### src/rtl/rv32i_mc_control_pkg.sv
// ============================================================================
// Module      : rv32i_pkg
// Description : Shared types and encodings for the RV32I multi-cycle control.
// Revision    : 1.0 - initial release
// ============================================================================
`default_nettype none

package rv32i_pkg;

    typedef enum logic [2:0] {
        ST_FETCH  = 3'd0,
        ST_DECODE = 3'd1,
        ST_EXEC   = 3'd2,
        ST_MEM    = 3'd3,
        ST_WB     = 3'd4,
        ST_HALT   = 3'd5
    } state_t;

    localparam logic [6:0] OP_R      = 7'b0110011;
    localparam logic [6:0] OP_I      = 7'b0010011;
    localparam logic [6:0] OP_LOAD   = 7'b0000011;
    localparam logic [6:0] OP_STORE  = 7'b0100011;
    localparam logic [6:0] OP_BRANCH = 7'b1100011;

    localparam logic [3:0] ALU_AND = 4'b0000;
    localparam logic [3:0] ALU_OR  = 4'b0001;
    localparam logic [3:0] ALU_ADD = 4'b0010;
    localparam logic [3:0] ALU_XOR = 4'b0011;
    localparam logic [3:0] ALU_SUB = 4'b0110;
    localparam logic [3:0] ALU_SLT = 4'b0111;

    localparam logic [2:0] F3_ADD = 3'b000;
    localparam logic [2:0] F3_SLT = 3'b010;
    localparam logic [2:0] F3_XOR = 3'b100;
    localparam logic [2:0] F3_OR  = 3'b110;
    localparam logic [2:0] F3_AND = 3'b111;
    localparam logic [2:0] F3_BEQ = 3'b000;
    localparam logic [2:0] F3_BNE = 3'b001;

    localparam logic [6:0] F7_SUB = 7'b0100000;

endpackage

`default_nettype wire

### src/rtl/rv32i_mc_control_if.sv
// ============================================================================
// Module      : rv32i_mc_control_if
// Description : IMEM/DMEM request/ready handshake between control and memories.
// Revision    : 1.0 - initial release
// ============================================================================
`default_nettype none

interface rv32i_mc_control_if;
    logic imem_req;
    logic imem_ready;
    logic dmem_req;
    logic dmem_ready;
    logic d_rw;

    modport master (
        output imem_req,
        output dmem_req,
        output d_rw,
        input  imem_ready,
        input  dmem_ready
    );

    modport slave (
        input  imem_req,
        input  dmem_req,
        input  d_rw,
        output imem_ready,
        output dmem_ready
    );
endinterface

`default_nettype wire

### src/rtl/rv32i_mc_control_alu_decode.sv
// ============================================================================
// Module      : rv32i_alu_decode
// Description : Combinational opcode/funct3/funct7 to ALU Operation map.
// Revision    : 1.0 - initial release
// ============================================================================
`default_nettype none

module rv32i_alu_decode
    import rv32i_pkg::*;
(
    input  wire logic [6:0] opcode,
    input  wire logic [2:0] funct3,
    input  wire logic [6:0] funct7,
    output logic      [3:0] operation
);

    always_comb begin
        operation = ALU_ADD;
        case (opcode)
            OP_R, OP_I: begin
                case (funct3)
                    // Only the register form can subtract; ADDI reuses funct7 bits as immediate.
                    F3_ADD:  operation = (opcode == OP_R && funct7 == F7_SUB) ? ALU_SUB : ALU_ADD;
                    F3_SLT:  operation = ALU_SLT;
                    F3_XOR:  operation = ALU_XOR;
                    F3_OR:   operation = ALU_OR;
                    F3_AND:  operation = ALU_AND;
                    default: operation = ALU_ADD;
                endcase
            end
            OP_BRANCH: operation = ALU_SUB;
            default:   operation = ALU_ADD;
        endcase
    end

endmodule

`default_nettype wire

### src/rtl/rv32i_mc_control.sv
// ============================================================================
// Module      : rv32i_mc_control
// Description : Multi-cycle RV32I control FSM with memory wait/timeout and counters.
// Revision    : 1.0 - initial release
// ============================================================================
`default_nettype none

module rv32i_mc_control
    import rv32i_pkg::*;
#(
    parameter int MAX_WAIT = 16,
    parameter int CNT_W    = 32
) (
    input  wire logic             CLK,
    input  wire logic             RESET,
    rv32i_mc_control_if.master    bus,
    input  wire logic [31:0]      instr,
    input  wire logic             Zero,
    output logic                  ir_write,
    output logic                  pc_write,
    output logic                  PCSrc,
    output logic                  ALUSrc,
    output logic                  MemtoReg,
    output logic                  RegWrite,
    output logic      [3:0]       Operation,
    output logic                  illegal,
    output logic                  bus_err,
    output logic      [CNT_W-1:0] cycle_cnt,
    output logic      [CNT_W-1:0] instret_cnt
);

    localparam logic [7:0] c_WAIT_LAST = 8'(MAX_WAIT - 1);

    state_t             r_state_q, w_state_d;
    logic [7:0]         r_wait_q, w_wait_d;
    logic               r_illegal_q, w_illegal_d;
    logic               r_bus_err_q, w_bus_err_d;
    logic [CNT_W-1:0]   r_cycle_q, w_cycle_d;
    logic [CNT_W-1:0]   r_instret_q, w_instret_d;
    logic               w_retire;

    logic [6:0]         w_opcode;
    logic [2:0]         w_funct3;
    logic [3:0]         w_dec_op;
    logic               w_unused_instr;

    assign w_opcode       = instr[6:0];
    assign w_funct3       = instr[14:12];
    assign w_unused_instr = ^{instr[24:15], instr[11:7]};

    rv32i_alu_decode u_alu_decode (
        .opcode    (w_opcode),
        .funct3    (w_funct3),
        .funct7    (instr[31:25]),
        .operation (w_dec_op)
    );

    always_comb begin
        w_state_d    = r_state_q;
        w_wait_d     = r_wait_q;
        w_illegal_d  = r_illegal_q;
        w_bus_err_d  = r_bus_err_q;
        w_retire     = 1'b0;
        bus.imem_req = 1'b0;
        bus.dmem_req = 1'b0;
        bus.d_rw     = 1'b0;
        ir_write     = 1'b0;
        pc_write     = 1'b0;
        PCSrc        = 1'b0;
        ALUSrc       = 1'b0;
        MemtoReg     = 1'b0;
        RegWrite     = 1'b0;
        Operation    = 4'b0000;

        case (r_state_q)
            ST_FETCH: begin
                bus.imem_req = 1'b1;
                if (bus.imem_ready) begin
                    ir_write  = 1'b1;
                    w_state_d = ST_DECODE;
                end else if (r_wait_q == c_WAIT_LAST) begin
                    w_bus_err_d = 1'b1;
                    w_state_d   = ST_HALT;
                end else begin
                    w_wait_d = r_wait_q + 8'd1;
                end
            end
            ST_DECODE: begin
                case (w_opcode)
                    OP_R, OP_I, OP_LOAD, OP_STORE, OP_BRANCH: w_state_d = ST_EXEC;
                    default: begin
                        w_illegal_d = 1'b1;
                        w_state_d   = ST_HALT;
                    end
                endcase
            end
            ST_EXEC: begin
                Operation = w_dec_op;
                case (w_opcode)
                    OP_R: w_state_d = ST_WB;
                    OP_I: begin
                        ALUSrc    = 1'b1;
                        w_state_d = ST_WB;
                    end
                    OP_LOAD, OP_STORE: begin
                        ALUSrc    = 1'b1;
                        w_state_d = ST_MEM;
                    end
                    OP_BRANCH: begin
                        pc_write = 1'b1;
                        case (w_funct3)
                            F3_BEQ:  PCSrc = Zero;
                            F3_BNE:  PCSrc = ~Zero;
                            default: PCSrc = 1'b0;
                        endcase
                        w_retire  = 1'b1;
                        w_state_d = ST_FETCH;
                    end
                    default: w_state_d = ST_HALT;
                endcase
            end
            ST_MEM: begin
                bus.dmem_req = 1'b1;
                bus.d_rw     = (w_opcode == OP_STORE);
                if (bus.dmem_ready) begin
                    if (w_opcode == OP_STORE) begin
                        pc_write  = 1'b1;
                        w_retire  = 1'b1;
                        w_state_d = ST_FETCH;
                    end else begin
                        w_state_d = ST_WB;
                    end
                end else if (r_wait_q == c_WAIT_LAST) begin
                    w_bus_err_d = 1'b1;
                    w_state_d   = ST_HALT;
                end else begin
                    w_wait_d = r_wait_q + 8'd1;
                end
            end
            ST_WB: begin
                RegWrite  = 1'b1;
                MemtoReg  = (w_opcode == OP_LOAD);
                pc_write  = 1'b1;
                w_retire  = 1'b1;
                w_state_d = ST_FETCH;
            end
            ST_HALT: w_state_d = ST_HALT;
            default: w_state_d = ST_FETCH;
        endcase

        // The timeout window restarts each time a new memory request phase begins.
        if (w_state_d != r_state_q && (w_state_d == ST_FETCH || w_state_d == ST_MEM)) begin
            w_wait_d = 8'd0;
        end

        // A reset cycle must never leak a write enable from the aborted instruction.
        if (RESET) begin
            bus.imem_req = 1'b0;
            bus.dmem_req = 1'b0;
            bus.d_rw     = 1'b0;
            ir_write     = 1'b0;
            pc_write     = 1'b0;
            PCSrc        = 1'b0;
            ALUSrc       = 1'b0;
            MemtoReg     = 1'b0;
            RegWrite     = 1'b0;
            Operation    = 4'b0000;
        end

        w_cycle_d   = r_cycle_q + CNT_W'(1);
        w_instret_d = r_instret_q + CNT_W'(w_retire);
    end

    always_ff @(posedge CLK) begin
        if (RESET) begin
            r_state_q   <= ST_FETCH;
            r_wait_q    <= 8'd0;
            r_illegal_q <= 1'b0;
            r_bus_err_q <= 1'b0;
            r_cycle_q   <= '0;
            r_instret_q <= '0;
        end else begin
            r_state_q   <= w_state_d;
            r_wait_q    <= w_wait_d;
            r_illegal_q <= w_illegal_d;
            r_bus_err_q <= w_bus_err_d;
            r_cycle_q   <= w_cycle_d;
            r_instret_q <= w_instret_d;
        end
    end

    assign illegal     = r_illegal_q;
    assign bus_err     = r_bus_err_q;
    assign cycle_cnt   = r_cycle_q;
    assign instret_cnt = r_instret_q;

endmodule

`default_nettype wire

### src/flat_wrapper.sv
// flat-port wrapper written by rule: the top's interface ports become plain ports
module rv32i_mc_control_flat import rv32i_pkg::*;
#(
    parameter int MAX_WAIT = 16,
    parameter int CNT_W    = 32
)
  (CLK, RESET, instr, Zero, ir_write, pc_write, PCSrc, ALUSrc, MemtoReg, RegWrite, Operation, illegal, bus_err, cycle_cnt, instret_cnt, bus_imem_req, bus_dmem_req, bus_d_rw, bus_imem_ready, bus_dmem_ready);
  rv32i_mc_control_if bus_i ();
  input  wire logic CLK;
  input  wire logic RESET;
  input  wire logic [31:0] instr;
  input  wire logic Zero;
  output logic ir_write;
  output logic pc_write;
  output logic PCSrc;
  output logic ALUSrc;
  output logic MemtoReg;
  output logic RegWrite;
  output logic      [3:0] Operation;
  output logic illegal;
  output logic bus_err;
  output logic      [CNT_W-1:0] cycle_cnt;
  output logic      [CNT_W-1:0] instret_cnt;
  output wire logic [$bits(bus_i.imem_req)-1:0] bus_imem_req;
  output wire logic [$bits(bus_i.dmem_req)-1:0] bus_dmem_req;
  output wire logic [$bits(bus_i.d_rw)-1:0] bus_d_rw;
  input wire logic [$bits(bus_i.imem_ready)-1:0] bus_imem_ready;
  input wire logic [$bits(bus_i.dmem_ready)-1:0] bus_dmem_ready;
  assign bus_imem_req = bus_i.imem_req;
  assign bus_dmem_req = bus_i.dmem_req;
  assign bus_d_rw = bus_i.d_rw;
  assign bus_i.imem_ready = bus_imem_ready;
  assign bus_i.dmem_ready = bus_dmem_ready;
  rv32i_mc_control #(.MAX_WAIT(MAX_WAIT), .CNT_W(CNT_W)) u_core (.CLK(CLK), .RESET(RESET), .bus(bus_i), .instr(instr), .Zero(Zero), .ir_write(ir_write), .pc_write(pc_write), .PCSrc(PCSrc), .ALUSrc(ALUSrc), .MemtoReg(MemtoReg), .RegWrite(RegWrite), .Operation(Operation), .illegal(illegal), .bus_err(bus_err), .cycle_cnt(cycle_cnt), .instret_cnt(instret_cnt));
endmodule
### config.mk
export PLATFORM = sky130hd
export DESIGN_NAME = rv32i_mc_control_flat
export DESIGN_NICKNAME = d
export VERILOG_FILES = /design/src/rtl/rv32i_mc_control_pkg.sv /design/src/rtl/rv32i_mc_control_if.sv /design/src/rtl/rv32i_mc_control_alu_decode.sv /design/src/rtl/rv32i_mc_control.sv /design/src/flat_wrapper.sv
export SDC_FILE = /design/constraint.sdc
export NUM_CORES = 1
export LEC_CHECK = 0
export BUFFER_PORTS_ARGS = -buffer_cell sky130_fd_sc_hd__buf_2
export CAP_MARGIN = 20
export CORE_MARGIN = 2
export CORE_UTILIZATION = 46
export DETAILED_ROUTE_END_ITERATION = 10
export PLACE_DENSITY = 0.76
export SYNTH_ARGS = -nofsm -noshare
export SYNTH_HDL_FRONTEND = slang
export SYNTH_SLANG_ARGS = --single-unit
### constraint.sdc
create_clock -name CLK -period 3.2 [get_ports CLK]
set_input_delay 0.64 -clock CLK [delete_from_list [all_inputs] [get_ports CLK]]
set_output_delay 0.64 -clock CLK [all_outputs]
set_load 0.05 [all_outputs]
==> run metrics, run 1 <==
Max Slew Vio Count=0; Setup Skew=around 0.012 ns; area of the core=7770 um^2; Syn Area/Cell=approximately 8.4 um^2; layout cell share with drive strength beyond 1=0.269; Reg area=~1500 um^2; CP top delay family=simple AND/OR/NAND/NOR gates; setup TNS=0 ns; global route overflow=0; clk_lat worst skew=approximately 0.34 ns; placer congestion estimate=just over 0.8; post-DP HPWL=6.41 mm; htree depth=3; first-pass GRT wire length=~14 mm; synth top area cells=dfxtp_1 42%, xor2_1 8.0%, nor2_1 7.1%; Synth Register Bits=between 70 and 80; clock buffer depth=2; Critical Path, Cell by Cell=buf_2 -> nand4bb_1 -> buf_4 -> nor2_1 -> nand2_1 -> or4_1 -> a21oi_1 -> buf_2; FILL cells=roughly 730; Top Ports=between 100 and 150; Synth Net Count=between 400 and 500; sequential power share=0.533; Post-synth ARST share=0; sw frac=0.280; Vias/cell=around 5.3; root buffer cell=clkbuf_8; outcome=completed; crit path time final=2.95 ns; register area share after synthesis=0.416; maximum VDD drop=~0.00026 V; number of DRC markers in iteration 0=132; Final setup viols=0; Routed WL=about 8.7 mm; cell with the most instances after synthesis=dfxtp_1; Tcrit/Tclk final=0.923; Hold-fix buffers, CTS=0; Clock power frac=0.369; Distinct cells, synth=49; Resized Gates After CTS=0; post-synth top area cell=dfxtp_1; final instance area=approximately 4600 um^2; number of max-cap violations=0; synth warn=0; Main synth FF type=dfxtp_1; DRC=0; starting density of the core=0.477; Buf/Inv on CP=3; Setup CP Type=in2out; combinational fraction of design power=0.098; CTS tree=yes; Final Util=0.595; Multi-input gate area=approximately 2100 um^2; routed len/inst=13.1 um; Num CTS Buffers=9; clock-pin transition on the worst setup and hold timing paths=0.08 ns; vias in the first global route=between 3000 and 4000; Worst Path Required=2.56 ns; Slew HR=0.638; Hold Slack=approximately 0.47 ns; Critical Path AT=approximately 2.3 ns; achievable frequency=between 300 and 400 MHz; NetSw=0.516 mW; critical path fanouts, max=9; critical path launch point type=input pin; Final ANT Viol Nets=0; Mapped Area=about 3700 um^2; Post-DP Area=roughly 4400 um^2; hold crit path type=reg2reg; TritonCTS Sinks=77; Post-synth EDFFs=0; share of the synthesized area in the top cell type=0.416; antenna violations before repair=0; PortBufs=99; unrepaired setup endpoints after global routing=false; Pwr per Cell Area=~400 nW/um^2; Power Internal=between 1 and 1.5 mW; area added between synthesis and finish=24.7%; pin count of the biggest net entering global routing=54; r2r startpoint=u_core.r_state_q[0]; worst slew pin tran=between 0.5 and 0.6 ns; # rows=32; Crit path top cell by count=buf_2; hold path startpoint=u_core.bus_err; n_diodes=0; DIE HEIGHT=roughly 94 um; most frequent cells after synthesis=77 x dfxtp_1, 70 x nor2_1, 34 x xor2_1, 32 x nand3_1, 30 x nand2_1; Setup Buffers After CTS=0; slowest stage cell, crit path=or4_1; Die Area=approximately 9000 um^2; GRT Overall Usage=0.199; nature of the critical path endpoint=output pin; Synth Instances=roughly 440; Worst setup startpoint=instr[2]; P_leak=between 1.5 and 2 nW; Nets=~590; Die Span X=between 90 and 100 um; via count=roughly 3500; final hold vios=0; Pre-antenna DRT Iters=6; CP max stage delay=between 0.4 and 0.5 ns
registers in the layout, indices dropped and copies added (netlist names):
| signal | cells |
|---|---|
| u_core.cycle_cnt | 32 |
| u_core.instret_cnt | 32 |
| u_core.r_wait_q | 8 |
| u_core.r_state_q | 3 |
| u_core.bus_err | 1 |
| u_core.illegal | 1 |
per-layer routing:
layer	global-route usage	vias up	part of all wire
met5	0	-	0
met4	0.101	0	0.027
met3	0.0377	18	0.042
met2	0.341	82	0.48
met1	0.235	1644	0.45
li1	-	1760	-
through the flow:
step	std cells	power (mW)	worst slack, ns
global route	660	1.93	0.0730
detailed placement	644	1.19	-0.0949
finish	660	1.84	0.247
CTS	660	1.87	0.263
floorplan	441	1.13	0.00681
global placement	644	1.18	-0.0579
power by group through the flow:
stage / logic (mW) / registers, mW / clock network (mW)
after global placement: 0.175 / 1.00 / 0
after CTS: 0.181 / 0.982 / 0.705
after floorplan: 0.108 / 1.02 / 0
final: 0.180 / 0.982 / 0.681
after global routing: 0.197 / 0.985 / 0.749
after detailed placement: 0.181 / 1.01 / 0
kinds of logic after synthesis:
logic type | count (synthesis) | share of synthesized area
buf+inv | 27 | 0.0287
flops | 77 | 0.416
other cells | 1 | 0.00101
simple gates | 225 | 0.317
xor+xnor | 57 | 0.135
fa+ha+maj | 4 | 0.0135
compound gates | 50 | 0.0888
tightest hold or removal path, cell delays in order, from the launching register on:
cell	delay [ns]
dfxtp_1	0.33
a21oi_1	0.04
nor2_1	0.07
area by class of cell:
cell class                 instances  share of cell area
clock inverter                     7              0.0130
timing repair buffer             117               0.137
multi-input combinational        337               0.453
sequential                        77               0.334
clock buffer                       9              0.0268
inverter                          11             0.00894
tap                              102              0.0276
worst paths after layout:
check                           cells past startpoint                     end  slack (ns)
worst max register to register                      9  u_core.instret_cnt[14]        0.44
worst min register to register                      2          u_core.bus_err        0.47
worst max-delay path                                8            Operation[2]        0.25
worst min-delay path                                2          u_core.bus_err        0.47
cells in the final DEF (no fill, tap or decap), types with 2 or more instances in the layout:
cell type,instances
nand2b_1,5
and3_1,13
xor2_1,34
o21ai_0,14
clkinv_4,2
ha_1,3
nand3_1,32
xnor2_1,23
a21oi_1,17
clkinvlp_4,2
inv_8,2
nor3b_2,2
nor4b_1,3
a211oi_1,2
and4_1,5
buf_2,99
or3_1,11
clkbuf_8,9
dfxtp_1,77
nor4_1,2
nand2_1,30
nor2_1,70
a31oi_1,3
buf_4,18
nand4_1,14
nor4_2,5
or4_1,2
nor2b_1,9
and2_1,4
nor3_1,11
inv_1,11
Note: power is estimated with default switching activity, not from simulation.
==> run 2: changes to the inputs <==
--- a/config.mk
+++ b/config.mk
@@ -14,3 +14,4 @@
 export SYNTH_ARGS = -nofsm -noshare
 export SYNTH_HDL_FRONTEND = slang
+export SYNTH_HIERARCHICAL = 1
 export SYNTH_SLANG_ARGS = --single-unit
==> constraint.sdc (replaced) <==
create_clock -name CLK -period 3.2 [get_ports CLK]
set_input_delay 0.16 -clock CLK [delete_from_list [all_inputs] [get_ports CLK]]
set_output_delay 0.16 -clock CLK [all_outputs]
set_load 0.05 [all_outputs]
==> run 2 against run 1 <==
Effect of this change:
- global-route usage is 0.64 points lower
- register-to-register slack better by 0.02 ns
- sequential cell count unchanged
- sequential share of layout area up 0.33 points
- first-iteration DRC count grew 45%
- power up 4.1%
- synthesized area increased by 2.8%
- non-clock buffer count is 15 lower
- utilization down 3.2 points
- cell area down 0.98%
- clock skew grew 0.0049 ns
- synthesized cell count grew 4.3%
- largest power group unchanged
==> run metrics, run 2 <==
starting density of the core=0.468 (-0.00873); Mapped Area=3810 um^2 (+2.8%); Hold Path End=u_core/bus_err; hold path startpoint=RESET; antenna violations before repair=0 (unchanged); routed len/inst=13.1 um (+0.13%); synth top area cells=dfxtp_1 40%, nor2_1 7.5%, xnor2_1 7.4%; Die Span X=95.0 um (+1.3%); largest family of logic cells by synthesized area=simple AND/OR/NAND/NOR gates; PortBufs=99 (unchanged); Post-DP Area=4370 um^2 (-1.4%); achievable frequency=365 MHz (+7.9%); adder-cell area share of the yosys netlist=0.0131 (-0.000368); critical path launch point type=flop; post-DP HPWL=6.07 mm (-5.3%); Routed WL=8.65 mm (about the same); r2r startpoint=u_core/r_state_q[0]; area of the core=8130 um^2 (+4.7%); hold crit path type=in2reg; slowest stage cell, crit path=dfxtp_1; clock buffer depth=2 (unchanged); Nets=590 (-0.67%); n_diodes=0 (unchanged); # rows=33 (+3.1%); reg2reg end=u_core/instret_cnt[22]; worst slew pin tran=0.858 ns (+0.316 ns); DIE HEIGHT=95.0 um (+1.3%); clock-pin transition on the worst setup and hold timing paths=0.08 ns (about the same); Die Area=9020 um^2 (+2.7%); Synth Net Count=501 (+3.9%); share of the synthesized area in the top cell type=0.405 (-0.0113); register area share after synthesis=0.405 (-0.0113); mux contribution to synthesized area=0.0138 (+0.0138); final instance area=4570 um^2 (-0.98%); Main synth FF type=dfxtp_1; area added between synthesis and finish=20.1%; number of DRC markers in iteration 0=192 (+45%); Tcrit/Tclk final=0.855 (-0.0679); Post-synth EDFFs=0 (unchanged); DRC=0 (unchanged); Syn Area/Cell=8.28 um^2 (-1.4%); xor/xnor share of the synthesized area=0.124 (-0.0106); Cell Count Post-Placement=643 (-0.16%); commonest non-fill, non-tap cell in the layout=buf_2; P_leak=1.86 nW (-2.4%); Top Ports=116 (unchanged); Synth Register Bits=77 (unchanged); CTS tree=yes; R2R depth=10 (+1); unrepaired setup endpoints after global routing=false; placer congestion estimate=0.833 (+1.2%); Buf/Inv on CP=0 (-3); Setup CP Type=reg2reg; CP top delay family=simple AND/OR/NAND/NOR gates; Final Instance Count excl. Fillers=659 (-0.15%); clk_lat worst skew=0.33 ns (about the same); reg2reg setup slack=0.46 ns (+0.02 ns); Num CTS Buffers=9 (unchanged); maximum VDD drop=0.000277 V (+6.0%); commonest cells after routing, fill and taps aside=99 x buf_2, 77 x dfxtp_1, 76 x nor2_1, 32 x xnor2_1, 28 x nand2_1; Final setup viols=0 (unchanged); layout cell share with drive strength beyond 1=0.226 (-0.0432); pin count of the biggest net entering global routing=72 (+33%); Synth Area in Compound Gates=0.0641 (-0.0248); TritonCTS Sinks=77 (unchanged); htree depth=3 (unchanged); GRT Overall Usage=0.192 (-0.00643); Vias/cell=5.45 (+2.6%); Post-Synth Simple-Gate Area=0.349 (+0.0321); CP max stage delay=0.56 ns (+0.09 ns); FILL cells=774 (+6.3%); via count=3589 (+2.4%); most frequent cells after synthesis=77 x dfxtp_1, 76 x nor2_1, 32 x xnor2_1, 28 x nand2_1, 23 x nand3_1; number of max-cap violations=0 (unchanged); nature of the critical path endpoint=flop; crit path time final=2.74 ns (-0.217 ns); Critical Path AT=2.94 ns (+0.63 ns); Distinct cells, synth=52 (+6.1%); Resized Gates After CTS=0 (unchanged); vias in the first global route=3211 (-2.5%); Slew HR=0.424 (-0.215); Setup Skew=0.0168 ns (+0.00494 ns); Critical Path, Cell by Cell=nand2_1 -> mux2i_1 -> a41o_1 -> ha_1 -> ha_1 -> nand2_1 -> or3_2 -> nor4_1 -> xnor2_1 -> nor2_1; first-pass GRT wire length=14.1 mm (-0.49%); cell depth of the worst hold path=2 (unchanged); cell with the most instances after synthesis=dfxtp_1; Worst Path Required=3.40 ns (+0.84 ns); Hold-fix buffers, CTS=0 (unchanged); dpl ws=0.441 ns (+0.536 ns); Setup Buffers After CTS=0 (unchanged); global route overflow=0 (unchanged); Max Slew Vio Count=0 (unchanged); setup TNS=0 ns (unchanged); Final ANT Viol Nets=0 (unchanged); final hold vios=0 (unchanged); root buffer cell=clkbuf_8; Post-synth ARST share=0 (unchanged); Pre-antenna DRT Iters=4 (-2); synth warn=6 (+6); critical path fanouts, max=14 (+5); Synth Instances=460 (+4.3%); worst setup margin=0.464 ns (+0.217 ns); post-synth top area cell=dfxtp_1; Pwr per Cell Area=420 nW/um^2 (+5.1%); outcome=completed
## run 2: cell count changes in the layout (fill, tap and decap cells not counted), moves of 5 or more
cell	before	now
a21oi_1	17	12
nor2_1	70	76
or4_1	2	7
buf_4	18	3
xnor2_1	23	32
xor2_1	34	22
inv_1	11	5
nor4_1	2	16
nand3_1	32	23
nor3_1	11	18
## run 2: report_power, final
| part | switching [mW] | internal (mW) | leakage [nW] | total [mW] |
|---|---|---|---|---|
| sequential | 0.0169 | 0.974 | 0.622 | 0.991 |
| combinational | 0.124 | 0.0608 | 1.14 | 0.184 |
| clock | 0.339 | 0.405 | 0.104 | 0.744 |
| total | 0.480 | 1.44 | 1.86 | 1.92 |
## run 2: layout make-up
type / count / area [um^2] / area share
Inverter: 5 / 18.8 / 0.00410
Tap cell: 105 / 131 / 0.0287
Clock buffer: 13 / 159 / 0.0347
Clock inverter: 3 / 43.8 / 0.00958
Timing Repair Buffer: 102 / 518 / 0.113
Sequential cell: 77 / 1540 / 0.337
Multi-Input combinational cell: 354 / 2160 / 0.473
## run 2: kinds of logic after synthesis
family | after synthesis
AND/OR/NAND/NOR | 251
flip-flops | 77
XOR/XNOR | 54
AO/OA/AOI/OAI | 39
buffers and inverters | 29
multiplexers | 5
adder cells (fa/ha/maj) | 4
other | 1
## run 2: per-stage QoR
step | total power [mW] | hold WS [ns] | utilization
3_5_place_dp | 1.20 | 0.466 | 0.537
2_1_floorplan | 1.15 | 0.442 | -
3_3_place_gp | 1.19 | 0.448 | 0.537
6_report | 1.92 | 0.140 | 0.562
5_1_grt | 2.00 | 0.137 | 0.562
4_1_cts | 1.94 | 0.121 | 0.562
## run 2: how the worst max path moves through the flow
stage,from,endpoint,cells after the start
6_report,u_core/r_state_q[0],u_core/instret_cnt[22],10
5_1_grt,u_core/r_state_q[0],u_core/instret_cnt[22],10
4_1_cts,u_core/r_state_q[0],u_core/instret_cnt[22],10
3_5_place_dp,instr[2],u_core/instret_cnt[22],11
3_3_place_gp,instr[2],u_core/instret_cnt[22],11
2_1_floorplan,u_core/r_state_q[2],MemtoReg,4
## run 2: layer usage
metal,share of wire,global-route usage,vias up
met5,0,0,-
met4,0.0061,0.0857,0
met3,0.043,0.0303,4
met2,0.47,0.316,80
met1,0.48,0.248,1704
li1,-,-,1801
## run 2: worst register-to-register path: stages (launching register included)
cell and delay [ns]:
dfxtp_1 0.56, nand2_1 0.13, mux2i_1 0.15, a41o_1 0.22, ha_1 0.19, ha_1 0.20
nand2_1 0.08, or3_2 0.52, nor4_1 0.34, xnor2_1 0.16, nor2_1 0.06
